**src/rtl/io_responder.sv**
```systemverilog
// io_responder: memory-mapped LED, switch, timer and UART-TX registers on the IO bus.
// Define IO_UART_EN to build the UART TX FIFO and serializer; otherwise UTXD is ignored and USTAT reads empty.
module io_responder #(
  parameter int BAUD_DIV   = 868,
  parameter int FIFO_DEPTH = 4
) (
  input  logic        clk,
  input  logic        rst,
  input  logic        io_ce_i,
  input  logic        io_we_i,
  input  logic [31:0] io_addr_i,
  input  logic [31:0] io_data_i,
  output logic [31:0] io_data_o,
  input  logic [15:0] sw_i,
  output logic [15:0] led_o,
  output logic        timer_irq_o,
  output logic        uart_tx_o,
  output logic [1:0]  dbg_tx_state_o
);
  localparam logic [31:0] A_LED    = 32'hFFFF_0004;
  localparam logic [31:0] A_SW     = 32'hFFFF_0008;
  localparam logic [31:0] A_TCOUNT = 32'hFFFF_000C;
  localparam logic [31:0] A_TCMP   = 32'hFFFF_0010;
  localparam logic [31:0] A_TSTAT  = 32'hFFFF_0014;
  localparam logic [31:0] A_UTXD   = 32'hFFFF_0018;
  localparam logic [31:0] A_USTAT  = 32'hFFFF_001C;

  // Bus handshake: io_ce_i is a one-cycle strobe with no ready/stall; reads are
  // combinational in that cycle and writes commit on the rising edge that ends it.
  logic        w_wr, w_rd;
  logic        w_wr_led, w_wr_tcount, w_wr_tcmp, w_wr_tstat;
  logic [31:0] w_ustat;

  logic [15:0] r_led, r_sw_meta, r_sw_sync;
  logic [31:0] r_tcount, r_tcmp;
  logic        r_match;

  assign w_wr        = io_ce_i & io_we_i;
  assign w_rd        = io_ce_i & ~io_we_i;
  assign w_wr_led    = w_wr & (io_addr_i == A_LED);
  assign w_wr_tcount = w_wr & (io_addr_i == A_TCOUNT);
  assign w_wr_tcmp   = w_wr & (io_addr_i == A_TCMP);
  assign w_wr_tstat  = w_wr & (io_addr_i == A_TSTAT);

  always_ff @(posedge clk) begin
    if (rst) begin
      r_led     <= 16'h0;
      r_sw_meta <= 16'h0;
      r_sw_sync <= 16'h0;
      r_tcount  <= 32'h0;
      r_tcmp    <= 32'hFFFF_FFFF;
      r_match   <= 1'b0;
    end else begin
      r_sw_meta <= sw_i;
      r_sw_sync <= r_sw_meta;
      if (w_wr_led) r_led <= io_data_i[15:0];
      r_tcount <= w_wr_tcount ? io_data_i : r_tcount + 32'd1;
      if (w_wr_tcmp) r_tcmp <= io_data_i;
      // A compare hit wins over a same-cycle W1C clear.
      r_match <= (r_tcount == r_tcmp) | (r_match & ~(w_wr_tstat & io_data_i[0]));
    end
  end

  assign led_o       = r_led;
  assign timer_irq_o = r_match;

`ifdef IO_UART_EN
  localparam int AW = (FIFO_DEPTH > 1) ? $clog2(FIFO_DEPTH) : 1;
  localparam int BW = $clog2(BAUD_DIV + 1);
  localparam logic [AW:0]   DEPTH_C = (AW+1)'(FIFO_DEPTH);
  localparam logic [BW-1:0] BAUD_LAST = BW'(BAUD_DIV - 1);

  typedef enum logic [1:0] {S_IDLE, S_START, S_DATA, S_STOP} tx_state_t;

  tx_state_t     r_state, w_state_nxt;
  logic [7:0]    r_fifo [FIFO_DEPTH];
  logic [AW-1:0] r_wptr, r_rptr;
  logic [AW:0]   r_count;
  logic [7:0]    r_data;
  logic [BW-1:0] r_baud;
  logic [2:0]    r_bit;
  logic          w_full, w_empty, w_push, w_pop, w_baud_end, w_tx;

  assign w_full     = (r_count == DEPTH_C);
  assign w_empty    = (r_count == '0);
  assign w_push     = w_wr & (io_addr_i == A_UTXD) & ~w_full;
  assign w_baud_end = (r_baud == BAUD_LAST);

  always_comb begin
    w_state_nxt = r_state;
    w_pop       = 1'b0;
    w_tx        = 1'b1;
    case (r_state)
      S_IDLE:  if (!w_empty) begin
                 w_pop       = 1'b1;
                 w_state_nxt = S_START;
               end
      S_START: begin
                 w_tx = 1'b0;
                 if (w_baud_end) w_state_nxt = S_DATA;
               end
      S_DATA:  begin
                 w_tx = r_data[r_bit];
                 if (w_baud_end && (r_bit == 3'd7)) w_state_nxt = S_STOP;
               end
      S_STOP:  if (w_baud_end) w_state_nxt = S_IDLE;
      default: w_state_nxt = S_IDLE;
    endcase
  end

  always_ff @(posedge clk) begin
    if (rst) r_state <= S_IDLE;
    else     r_state <= w_state_nxt;
  end

  always_ff @(posedge clk) begin
    if (w_push) r_fifo[r_wptr] <= io_data_i[7:0];
  end

  always_ff @(posedge clk) begin
    if (rst) begin
      r_wptr  <= '0;
      r_rptr  <= '0;
      r_count <= '0;
      r_data  <= 8'h0;
      r_baud  <= '0;
      r_bit   <= 3'd0;
    end else begin
      if (w_push) r_wptr <= r_wptr + AW'(1);
      if (w_pop) begin
        r_data <= r_fifo[r_rptr];
        r_rptr <= r_rptr + AW'(1);
      end
      case ({w_push, w_pop})
        2'b10:   r_count <= r_count + (AW+1)'(1);
        2'b01:   r_count <= r_count - (AW+1)'(1);
        default: r_count <= r_count;
      endcase
      r_baud <= ((r_state == S_IDLE) || w_baud_end) ? '0 : r_baud + BW'(1);
      if (r_state != S_DATA)  r_bit <= 3'd0;
      else if (w_baud_end)    r_bit <= r_bit + 3'd1;
    end
  end

  assign uart_tx_o      = w_tx;
  assign dbg_tx_state_o = r_state;
  assign w_ustat        = {29'h0, (r_state != S_IDLE), w_empty, w_full};
`else
  assign uart_tx_o      = 1'b1;
  assign dbg_tx_state_o = 2'b00;
  assign w_ustat        = 32'h0000_0002;
`endif

  always_comb begin
    io_data_o = 32'h0;
    if (w_rd && !rst) begin
      case (io_addr_i)
        A_LED:    io_data_o = {16'h0, r_led};
        A_SW:     io_data_o = {16'h0, r_sw_sync};
        A_TCOUNT: io_data_o = r_tcount;
        A_TCMP:   io_data_o = r_tcmp;
        A_TSTAT:  io_data_o = {31'h0, r_match};
        A_USTAT:  io_data_o = w_ustat;
        default:  io_data_o = 32'h0;
      endcase
    end
  end
endmodule

```
**config.mk**
```make
export PLATFORM = sky130hd
export DESIGN_NAME = io_responder
export DESIGN_NICKNAME = d
export VERILOG_FILES = /design/src/rtl/io_responder.sv
export SDC_FILE = /design/constraint.sdc
export NUM_CORES = 1
export LEC_CHECK = 0
export BUFFER_PORTS_ARGS = -buffer_cell sky130_fd_sc_hd__buf_2
export CORE_ASPECT_RATIO = 0.8
export CORE_MARGIN = 8
export CORE_UTILIZATION = 54
export DETAILED_ROUTE_END_ITERATION = 10
export PLACE_DENSITY_LB_ADDON = 0.2
export SLEW_MARGIN = 20
export SYNTH_ARGS = -nofsm -noshare
export SYNTH_HDL_FRONTEND = slang
export SYNTH_SLANG_ARGS = --single-unit
```
**constraint.sdc**
```tcl
create_clock -name clk -period 2.5 [get_ports clk]
set_input_delay 0 -clock clk [delete_from_list [all_inputs] [get_ports clk]]
set_output_delay 0 -clock clk [all_outputs]
set_load 0.01 [all_outputs]
```
# Yosys cells after proc, flatten, opt, wreduce, memory -nomap -nowiden
# Index checks and enable logic that the tools add are counted.
[word_totals]
input_bits = 84
regBits = 113
[classes]
mux = 3
addsub = 1
eq_ne = 7
n_reduce_logical = 2
bitwise = 11
[op_table]
columns = ["cell", "n"]
rows = [
  ["equality test 32 bit (second input constant)", 6],
  ["one-hot mux 32 bit (6 select lines)", 1],
  ["2-to-1 mux 32 bit", 2],
  ["adder 32 x 1 -> 32 bit (second input constant)", 1],
  ["equality test 32 bit", 1],
  ["bitwise AND 1 bit", 8],
  ["NOT 1 bit", 2],
  ["logical AND 1 bit", 1],
  ["zero test 1 bit", 1],
  ["OR 1 bit", 1],
]

# Logic depth before layout (Yosys ltp)
# Gate-level depths: netlist of run 1.
[depth]
ltp_word = 6
ltp_mapped = 7

# Worst setup path after synthesis of run 1
# No wires, ideal clock.
[synth_path]
kind = "register to register"
from = "register r_tcount[8]"
to = "register r_tcount[29]"
setup_slack_ns = 0.753
required_ns = 2.414
synth_period_minus_slack_ns = 1.747
stages_incl_launch_ff = 8
t_arrival_ns = 1.662
path_buffers = 2
path_cell_list = "dfxtp_1 -> buf_2 -> nand4_1 -> nor3_2 -> buf_2 -> nand4_1 -> xor2_1 -> a211oi_1"
[synth_via]
elab_chain_len = 2
[synth_rtl]
columns = ["item", "line", "source"]
rows = [
  ["from (decl)", "35", "logic [31:0] r_tcount, r_tcmp;"],
  ["from (signal assigned)", "57", "r_tcount <= w_wr_tcount ? io_data_i : r_tcount + 32'd1;"],
  ["adder 32 x 1 -> 32 bit", "57", ""],
  ["2-to-1 mux 32 bit", "57", ""],
]
# No other way between the ends.
# A chain may end at the register's enable or synchronous reset.

# Worst setup path in the final report of run 1
[layout_path]
from = "register r_tcount[2]"
to = "register r_tcount[11]"
# Same word-level chain as after synthesis.

==> flow_summary.ini, run 1 <==
[sta]
worstMarginPinSlew_ns = 0.770
setup_tns_ns = 0
worst_clock_skew_ns = 0.00839
final.period_utilization = 0.820
clock.fmax_ghz = 0.488
setup_viol = 0
final_hold_viol_count = 0
slew_viol_final = 0
period_needed_ns = 2.05
slew_headroom = 0.487
rsz0062_at_grt = false

[floorplan]
placementRows = 33
ios = 136
start_util = 0.552
dieArea_um2 = 14000
die_y_um = 108
die_w_um = 130
core_um2 = 10200

[cts]
clock-sinks = 113
cts_hold_buffers = 48
clock_latency_ns = 0.41
cts_buffers = 17
htree_levels = 4
cts_tree = yes
clkTransAtPathRegs_ns = 0.05
post_cts_resized = 0
cts_root_buf = clkbuf_16
cts_setup_buffers = 0
cts_max_path_buffers = 2

[synthesis]
synth-seq-area-share = 0.400
syn_area_um2 = 5660
synth_warnings = 0
synth_edf_count = 0
muxShareOfSynthArea = 0.0580
synth_fa_ha_area_frac = 0.00221
syn_inst = 628
synth-xor-area-share = 0.0945
synth-simple-area-share = 0.246
yosys_register_bits = 113
synthDistinctLibCells = 48
synth_compound_area_frac = 0.152
async_flop_share = 0
post_synth.cell_area_avg_um2 = 9.01
synth_flop_cell = dfxtp_1
synth_top_family_by_area = simple AND/OR/NAND/NOR gates

[route]
wl_mm = 16.7
drtAntennaViolNets = 0
drt_iter0_markers = 487
vias = 5323
firstDrtPassIters = 5
drc = 0
wire_per_inst_um = 17.6
avgViaCountPerCell = 5.62

[layout]
finish.utilization = 0.725
fin_nets = 880
n_antenna_cell = 0
final_layout_size_suffix_gt1_frac = 0.249
stdcell_count = 947
syn2layout_area_growth_pct = 31.3

[global_routing]
grt_use_total = 0.241
grt_pass1_vias = 5508
antenna_found_initial = 0
grt_max_degree = 74
grt_pass1_wl_mm = 26.9
gr-total-overflow = 0

[pwr]
p_total_mw = 4.32
max-vdd-ir-drop_v = 0.000549
netSwitchingFraction = 0.221
p_leak_nw = 2.91
internal_power_mw = 3.36
p_sw_uw = 955
seqPwrFrac = 0.427
p_comb_frac = 0.060
power-per-cell-area_nw_per_um2 = 581
power.share.clock = 0.514

[setup_path]
path_class = reg -> reg
required_ns = 2.80
start_kind = register
crit_arrival_ns = 2.35
crit_fanout = 7
end_kind = register
r2r_cells = 6

[status]
outcome = complete, no violations

[placed_design]
globalplace.congestion = 0.839
port_buffers = 132
place_hpwl_mm = 11.3
place_inst = 868

[flow_run]
max_cap_viol_count = 0

[worst_hold_path]
hold_depth = 2
hold_class = in -> reg
==> final cells by class <==
class	count	area (um^2)
multi-input cells	464	3150
flip-flops and latches	113	2260
well taps	140	175
clock buffers	20	457
repair buffers	194	1270
fillers	786	2810
clock inverters	11	90.1
inverters	5	18.8
==> worst max-delay path, stage by stage (launching register included) <==
cell and delay, ns:
dfxtp_1 0.46, nand4_1 0.37, nor2_1 0.31, buf_4 0.20
nand4_1 0.12, xor2_1 0.17, a211oi_1 0.30
==> layout by cell type (no fill, tap or decap), types with 3 or more instances in the layout <==
cell type,synthesis,layout
buf_2,5,131
dfxtp_1,113,113
nor2_1,76,76
nor2b_1,65,65
dlygate4sd3_1,0,48
xnor2_1,43,43
a211o_1,32,32
a211oi_1,30,30
a22oi_1,29,29
nand2_1,29,29
nand4_1,28,28
a21oi_1,18,18
xor2_1,18,18
mux2i_1,17,17
clkbuf_16,0,17
mux2_2,14,14
nand3_1,13,13
buf_4,7,13
nor4_1,6,6
nor3_1,7,6
clkinv_2,0,6
and3_1,6,5
inv_1,5,5
clkinvlp_4,0,4
nand4b_1,3,3
conb_1,2,3
==> cell families (layout without fill, tap and decap cells) <==
group | count (synthesis) | count (layout)
simple gates | 253 | 253
compound gates | 115 | 115
buf+inv | 52 | 230
flops | 113 | 113
xor+xnor | 61 | 61
fa+ha+maj | 1 | 1
other cells | 2 | 3
mux | 31 | 31
==> cells in the mapped netlist, drive strengths merged, types with 6 or more instances <==
library cell	n	area share
nand3	14	0.013
a211oi	30	0.040
a21oi	18	0.016
a211o	32	0.050
nor2	77	0.052
nor3	8	0.0080
nand4	29	0.035
buf	16	0.022
a22oi	29	0.038
xnor2	43	0.067
clkbuf	31	0.021
mux2i	17	0.030
and3	6	0.0066
dfxtp	113	0.40
nor2b	65	0.072
nor4	8	0.013
xor2	18	0.028
mux2	14	0.028
nand2	29	0.019
==> sequential cells by signal (all words and copies together) (netlist names) <==
register,cells
r_sw_meta,16
r_tcount,32
led_o,16
r_tcmp,32
r_sw_sync,16
timer_irq_o,1
==> metrics by stage <==
stage	cell area, um^2	hold slack, ns	setup slack, ns
finish	7430	0.0194	0.451
global route	7430	0.0375	0.307
CTS	7430	0.00871	0.484
detailed placement	6400	0.214	0.379
global placement	6400	0.206	0.439
floorplan	5660	0.118	0.753
==> metal layers <==
| layer | vias to the layer above | global-route usage | routed length, um |
|---|---|---|---|
| met5 | - | 0 | 0 |
| met2 | 214 | 0.389 | 7740 |
| met3 | 29 | 0.0594 | 1180 |
| met1 | 2510 | 0.299 | 7370 |
| li1 | 2570 | - | - |
| met4 | 0 | 0.109 | 371 |
==> power groups by stage <==
stage / clock, mW / combinational, mW / sequential, mW
after global routing: 2.32 / 0.277 / 1.85
after floorplan: 0 / 0.0917 / 1.88
final: 2.22 / 0.257 / 1.84
after detailed placement: 0 / 0.194 / 1.88
after CTS: 2.24 / 0.252 / 1.84
after global placement: 0 / 0.188 / 1.88
==> final timing paths <==
kind / endpoint / from / slack [ns]
min: led_o[4] / rst / 0.02
max: r_tcount[11] / r_tcount[2] / 0.45
min reg2reg: r_sw_sync[11] / r_sw_meta[11] / 0.43
max reg2reg: r_tcount[11] / r_tcount[2] / 0.45
Power figures use the tool's default switching activity.
==> run 2, diff against run 1 <==
--- a/config.mk
+++ b/config.mk
@@ -8,7 +8,7 @@
 export BUFFER_PORTS_ARGS = -buffer_cell sky130_fd_sc_hd__buf_2
 export CORE_ASPECT_RATIO = 0.8
 export CORE_MARGIN = 8
-export CORE_UTILIZATION = 54
+export CORE_UTILIZATION = 49
 export DETAILED_ROUTE_END_ITERATION = 10
 export PLACE_DENSITY_LB_ADDON = 0.2
 export SLEW_MARGIN = 20
==> constraint.sdc (replaced) <==
create_clock -name clk -period 1.8 [get_ports clk]
set_input_delay 0 -clock clk [delete_from_list [all_inputs] [get_ports clk]]
set_output_delay 0 -clock clk [all_outputs]
set_load 0.01 [all_outputs]
==> run 2 against run 1 <==
  * Routed wire length is 2.0% higher
  * Via count is 3.8% higher
  * Flip-flop and latch count stayed put
  * Die area is 8.8% higher
  * Non-clock buffer count is 30 higher
  * Cell count is 3.9% higher
  * Hold slack better by 0.040 ns
  * Worst setup slack worse by 0.37 ns
  * Critical path type is now in -> out
  * Largest cell class unchanged
==> flow_summary.ini, run 2 (same netlist as run 1, synthesis figures left out) <==
[status]
outcome = complete, no violations

[global_routing]
antenna_found_initial = 0
grt_pass1_wl_mm = 27.7
grt_pass1_vias = 5666
grt_max_degree = 114
grt_use_total = 0.225
gr-total-overflow = 0

[sta]
slew_headroom = 0.659
slew_viol_final = 0
setup_viol = 0
period_needed_ns = 1.72
worst_clock_skew_ns = 0.00657
final.period_utilization = 0.958
final_hold_viol_count = 0
final.setup.worst_slack_ns = 0.0761
clock.fmax_ghz = 0.580
worstMarginPinSlew_ns = 0.511

[pwr]
p_total_mw = 6.28
netSwitchingFraction = 0.206
power-per-cell-area_nw_per_um2 = 806
power.share.clock = 0.534
internal_power_mw = 4.98
seqPwrFrac = 0.408
p_comb_frac = 0.059
p_leak_nw = 3.11
p_sw_mw = 1.30
max-vdd-ir-drop_v = 0.000596

[layout]
syn2layout_area_growth_pct = 37.8
final_layout_size_suffix_gt1_frac = 0.285
layout_common_cells = 131 x buf_2, 108 x dfxtp_1, 75 x nor2_1, 65 x nor2b_1, 48 x dlygate4sd3_1
reg_top3 = r_tcmp x32, r_tcount x32
num-fill-cells = 888
fin_nets = 910
post-route-cell-area_um2 = 7790
n_antenna_cell = 0
final_common_cell = buf_2

[cts]
htree_levels = 4
cts_root_buf = clkbuf_16
clock-sinks = 113
clock_latency_ns = 0.41
cts_tree = yes
clkTransAtPathRegs_ns = 0.05
cts_buffers = 17
cts_max_path_buffers = 2

[setup_path]
required_ns = 1.80
cp-startpoint = io_addr_i[7]
slowest_stage = or4_4
worstReg2RegStart = r_tcount[1]
cp.buffers_inverters = 3
crit_arrival_ns = 1.72
end_kind = output port
cpMostUsedCell = buf_2
crit_fanout = 16
path_class = in -> out
start_kind = primary input
slowest_delay_ns = 0.54
crit_chain = buf_2 > or4_4 > nor4_4 > nand3_1 > buf_4 > nor2_1 > buf_2
r2r_slack_ns = 0.08
critPathTopFamily = simple AND/OR/NAND/NOR gates

[floorplan]
die_y_um = 112
dieArea_um2 = 15300
ios = 136
core_um2 = 11400
start_util = 0.497
die_w_um = 136
placementRows = 35

[placed_design]
place_ws_ns = -0.132
port_buffers = 132
place_hpwl_mm = 11.5
globalplace.congestion = 0.835
place_area_um2 = 6670

[route]
drt_iter0_markers = 392
drc = 0
wire_per_inst_um = 17.3
avgViaCountPerCell = 5.61
drtAntennaViolNets = 0
wl_mm = 17.0
firstDrtPassIters = 5
vias = 5525

[worst_hold_path]
hp-start = io_addr_i[3]
hold_class = in -> reg

[flow_run]
max_cap_viol_count = 0
run 2: cell count changes in the layout (fill, tap and decap cells not counted), sizes merged:
cell / change
clkinv: -5
bufinv: +1
clkbuf: +6
clkinvlp: -3
buf: +30
run 2: final timing paths:
kind,to,depth (start not counted)
setup / recovery,io_data_o[15],7
hold / removal,timer_irq_o,5
setup reg to reg,r_tcount[28],7
hold reg to reg,r_sw_sync[6],1
run 2: power by group through the flow:
stage | registers [mW] | clock network [mW] | logic (mW)
after floorplan | 2.61 | 0 | 0.127
after global placement | 2.61 | 0 | 0.275
after detailed placement | 2.61 | 0 | 0.282
after CTS | 2.56 | 3.39 | 0.364
after global routing | 2.56 | 3.50 | 0.399
final | 2.56 | 3.35 | 0.367
run 2: cell type report:
class / count / area [um^2] / area share
repair buffers: 224 / 1550 / 0.199
inverters: 5 / 18.8 / 0.00241
flip-flops and latches: 113 / 2270 / 0.291
clock inverters: 4 / 72.6 / 0.00931
clock buffers: 26 / 519 / 0.0666
multi-input cells: 464 / 3170 / 0.407
well taps: 148 / 185 / 0.0238
run 2: repair_timing:
| item | 4_1_cts | 5_1_grt |
|---|---|---|
| setup endpoints to repair | 1 | 13 |
| setup buffers | 1 | 1 |
| gates resized for setup | 0 | 11 |
| hold endpoints to repair | 97 | 0 |
| pin swaps | 1 | 1 |
| hold buffers | 48 | 0 |
run 2: per-stage QoR:
stage | hold slack (ns) | std cells | util | setup TNS [ns]
global placement | 0.208 | 904 | 0.586 | -2.59
finish | 0.0597 | 984 | 0.684 | 0
detailed placement | 0.212 | 904 | 0.586 | -2.98
global route | 0.120 | 984 | 0.684 | -0.00983
floorplan | 0.118 | 629 | - | 0
CTS | 0.0334 | 983 | 0.681 | 0
run 2: worst min-delay path, cell delays in order:
cell	delay (ns)
buf_2	0.10
nor2b_1	0.08
nand2_1	0.08
o31ai_1	0.06
a21oi_1	0.11
run 2: metal layers:
layer / vias up / global-route usage / routed length [um] / part of all wire
met4: 0 / 0.0862 / 406 / 0.024
li1: 2636 / - / - / -
met5: - / 0 / 0 / 0
met3: 45 / 0.0629 / 1190 / 0.070
met1: 2636 / 0.289 / 7620 / 0.45
met2: 208 / 0.350 / 7780 / 0.46
